## src/rtl/pc_fetch.sv

```systemverilog
// Fetch-stage PC register and instruction-memory request sequencer.
// Ports: clk/reset, StallF/RedirectF/RedirectPC, imem_ready in; imem_req, imem_addr, PCF, PCPlus4F, validF, fault out. Option: PC_ALIGN_CHECK_EN.
module pc_fetch #(
  parameter logic [31:0] RESET_PC = 32'h00000000
) (
  input  logic        clk,
  input  logic        reset,
  input  logic        StallF,
  input  logic        RedirectF,
  input  logic [31:0] RedirectPC,
  input  logic        imem_ready,
  output logic        imem_req,
  output logic [31:0] imem_addr,
  output logic [31:0] PCF,
  output logic [31:0] PCPlus4F,
  output logic        validF,
  output logic        fault
);

`ifdef PC_ALIGN_CHECK_EN
  typedef enum logic [1:0] {BOOT, FETCH, HOLD, FAULT} state_t;
`else
  typedef enum logic [1:0] {BOOT, FETCH, HOLD} state_t;
`endif

  state_t      state, state_d;
  logic [31:0] pc_d;
  logic        valid_d;
  logic [31:0] redir_pc;

`ifdef PC_ALIGN_CHECK_EN
  logic fault_q, fault_d;
  assign redir_pc = RedirectPC;
  assign fault    = fault_q;
`else
  // Without the check, a misaligned target is silently word-aligned.
  assign redir_pc = RedirectPC & ~32'h3;
  assign fault    = 1'b0;
`endif

  assign PCPlus4F  = PCF + 32'd4;
  assign imem_addr = PCF;
  assign imem_req  = (state == FETCH);

  always_comb begin
    state_d = state;
    pc_d    = PCF;
    valid_d = 1'b0;
`ifdef PC_ALIGN_CHECK_EN
    fault_d = fault_q;
`endif
    unique case (state)
      BOOT: state_d = FETCH;
      FETCH, HOLD: begin
        if (RedirectF) begin
`ifdef PC_ALIGN_CHECK_EN
          if (|RedirectPC[1:0]) begin
            state_d = FAULT;
            fault_d = 1'b1;
          end else
`endif
          begin
            pc_d    = redir_pc;
            state_d = FETCH;
          end
        end else if (state == FETCH) begin
          // A response arriving under stall is held; the
          // PC advances when HOLD is released.
          if (imem_ready) begin
            if (StallF) begin
              state_d = HOLD;
            end else begin
              pc_d    = PCPlus4F;
              valid_d = 1'b1;
            end
          end
        end else if (!StallF) begin
          pc_d    = PCPlus4F;
          valid_d = 1'b1;
          state_d = FETCH;
        end
      end
`ifdef PC_ALIGN_CHECK_EN
      FAULT: state_d = FAULT;
`endif
      default: state_d = BOOT;
    endcase
  end

  always_ff @(negedge clk or negedge reset) begin
    if (!reset) begin
      state  <= BOOT;
      PCF    <= RESET_PC;
      validF <= 1'b0;
    end else begin
      state  <= state_d;
      PCF    <= pc_d;
      validF <= valid_d;
    end
  end

`ifdef PC_ALIGN_CHECK_EN
  always_ff @(negedge clk or negedge reset) begin
    if (!reset) fault_q <= 1'b0;
    else        fault_q <= fault_d;
  end
`endif

endmodule

```

## config.mk

```make
export PLATFORM = sky130hd
export DESIGN_NAME = pc_fetch
export DESIGN_NICKNAME = d
export VERILOG_FILES = /design/src/rtl/pc_fetch.sv
export SDC_FILE = /design/constraint.sdc
export NUM_CORES = 1
export LEC_CHECK = 0
export CAP_MARGIN = 40
export CORE_ASPECT_RATIO = 0.8
export CORE_MARGIN = 4
export CORE_UTILIZATION = 41
export DETAILED_ROUTE_END_ITERATION = 6
export GPL_ROUTABILITY_DRIVEN = 0
export PLACE_DENSITY = 0.82
export SETUP_SLACK_MARGIN = 0.1
export SKIP_CTS_REPAIR_TIMING = 1
export SYNTH_ARGS = -nofsm -noshare
export SYNTH_HDL_FRONTEND = slang
export SYNTH_SLANG_ARGS = --single-unit
```

## constraint.sdc

```tcl
create_clock -name clk -period 2.45 [get_ports clk]
set_clock_uncertainty 0.05 [all_clocks]
set_input_delay 0.49 -clock clk [delete_from_list [all_inputs] [get_ports clk]]
set_output_delay 0.49 -clock clk [all_outputs]
set_load 0.005 [all_outputs]
```

==> metrics.txt <==
power per cell area 1311 nW/um2; dpl cells 585; root buffer cell clkbuf_8; GRT Util Overall 23.50%; final instance area 6073 um2; synth warn 0; Synth Register Bits 33; first-pass GRT wire length 15.09 mm; FILL cells 167; DP HPWL 7.406 mm; Clock Path Buffers 2; clk slew on worst S/H paths 0.07 ns; outcome finished with violations; initial antenna violation count 1; Wirelength per Cell 27.76 um; Clock Latency Late Sink 0.32 ns; die area 8033 um2; top post-synthesis cells by area dfrtn_1 30%, buf_4 10%, xnor2_1 5.8%; Synth cell types 42; Top Usage Layer GRT met2; clock group share of total power 6.1%; I/O Pins 136; Crit-path slowest cell dfrtn_1; critical path class reg2out; met2 usage 40.55%; hold slack 0.5495 ns; drt first pass iters 5; Critical Path Sink Type primary output; failing checks negative setup slack; Cell Area, Synth 2729 um2; met1 GRT Util 29.18%; Flop pwr share 14.4%; max cap viols 0; Critical Path Fanout Max 7; Yosys top cell area share 30.26%; Critical R2R Launch PCF[9]; register area 825.8 um2; Leak Pwr 2.917 nW; Mapped Avg Cell Area 8.294 um2; Cell Area, Placed 4746 um2; Detail Route Antenna Nets 0; min-delay worst type reg2reg; Nets 636; hold depth 2; Worst Hold Launch state[0]; final std cells w/o fill 679; initial DRC count 589; Starting Density 42.58%; vias per inst 6.607; R2R depth 9; most common cell in the synthesized netlist buf_4; Slew Limit Fails 0; Worst setup SP type flop; final setup vio count 122; drt drc 0; final hold violation count 0; port bufs 126; CP required 1.91 ns; most frequent cells after synthesis 37 x buf_4, 33 x dfrtn_1, 27 x nand3_1; Switching Share 43.83%; Post-synth top flop dfrtn_1; largest net degree at the start of global routing 34; peak per-stage delay on the critical path 0.55 ns; WHS Endpoint state[0]; share of cells above drive strength 1 62.46%; Post-synth EDFFs 0; peak supply drop 0.0008859 V; # clock sinks 33; Seq/Total Area, Yosys 30.26%; area of the multi-input gates 2077 um2; die height 80.97 um; row cnt 26; Critical R2R Capture PCF[25]; met3 Usage GRT 5.150%; H-tree Lvls 2; switching power 3.490 mW; Layout area overhead 122.6%; Gate power share 79.5%; WP data arrival 3.60 ns; Worst Setup Slack, final -1.694 ns; drt total wl 18.85 mm; async set-reset flop share out of synthesis 100.0%; CTS buffer count 5; reg2reg setup slack 0 ns; Internal 4.473 mW; vias post-DR 4486; crit-path cells nand4_1 -> buf_4 -> nor3_4 -> buf_6 -> buf_12 -> and3_4 -> xor2_1 -> buf_2; biggest area consumer among synthesized cells dfrtn_1; Core Util, Final 94.77%; vias in the first global route 3078; Chip Width 99.21 um; Syn Inst Count 329; CTS tree yes; core area 6409 um2; total grt overflow 0; unrepaired setup endpoints after global routing yes
worst max path at each step:
stage,start,end,slack [ns],cells after the start
2_1_floorplan,PCF[3],PCPlus4F[22],-0.94,6
3_3_place_gp,PCF[3],PCPlus4F[30],-1.24,7
3_5_place_dp,PCF[3],PCPlus4F[28],-1.31,7
4_1_cts,PCF[3],PCPlus4F[28],-1.63,7
5_1_grt,PCF[9],PCPlus4F[15],-1.69,8
6_report,PCF[9],PCPlus4F[15],-1.69,8
per-layer routing:
| layer | vias up | share of wire (%) |
|---|---|---|
| met4 | 0 | 7.7 |
| met3 | 168 | 13 |
| met2 | 529 | 45 |
| met5 | - | 0 |
| li1 | 1682 | - |
| met1 | 2107 | 34 |
sequential cells by signal (all words and copies together) (netlist names):
name    flops
PCF        30
state       2
validF      1
area by class of cell:
| type | instances | area share (%) |
|---|---|---|
| clock inverters | 3 | 0.2884 |
| well taps | 84 | 1.731 |
| inverters | 9 | 0.7623 |
| flip-flops and latches | 33 | 13.60 |
| multi-input cells | 238 | 34.20 |
| repair buffers | 306 | 48.25 |
| clock buffers | 5 | 1.133 |
| diodes | 1 | 0.04120 |
cells in the final DEF (no fill, tap or decap), types with 11 or more instances in the layout:
cell type / synthesis / routed
nand4_1: 11 / 11
and3_1: 18 / 14
nand2_1: 22 / 17
clkdlybuf4s50_1: 0 / 34
buf_4: 37 / 92
nand3_1: 27 / 17
dfrtn_1: 33 / 33
a21oi_2: 0 / 15
nor2_1: 18 / 12
buf_2: 3 / 27
buf_6: 0 / 126
cell families (layout without fill, tap and decap cells):
kind of cell    Yosys count  after routing  share of synthesized area (%)
simple gates            122            122                          25.81
compound gates           72             72                          16.83
buf+inv                  64            323                          14.03
flops                    33             33                          30.26
xor+xnor                 28             28                          8.987
fa+ha+maj                 6              6                          2.751
mux                       3              3                          1.192
other cells               1              8                         0.1374
power by group through the flow:
stage | registers (mW) | logic, mW | clock network, mW
2_1_floorplan | 1.28 | 1.74 | 0
3_3_place_gp | 1.03 | 3.99 | 0
3_5_place_dp | 1.05 | 4.11 | 0
4_1_cts | 1.04 | 4.13 | 0.428
5_1_grt | 1.14 | 6.50 | 0.500
6_report | 1.15 | 6.33 | 0.488
critical path: cells and delay by family (launching register included):
family                 cells  cell delay [ns]
XOR/XNOR                   1             0.23
buffers and inverters      4             0.64
flip-flops                 1             0.55
AND/OR/NAND/NOR            3             0.61
stage by stage:
stage                     TNS (ns)  worst slack (ns)  total power, mW
after floorplan             -27.31           -0.9386            3.022
after global placement      -81.55            -1.243            5.020
after detailed placement    -84.94            -1.309            5.159
after CTS                  -104.48            -1.628            5.599
after global routing        -79.84            -1.685            8.149
final                       -78.10            -1.694            7.963
No activity file was read; power rests on OpenSTA's default activity.
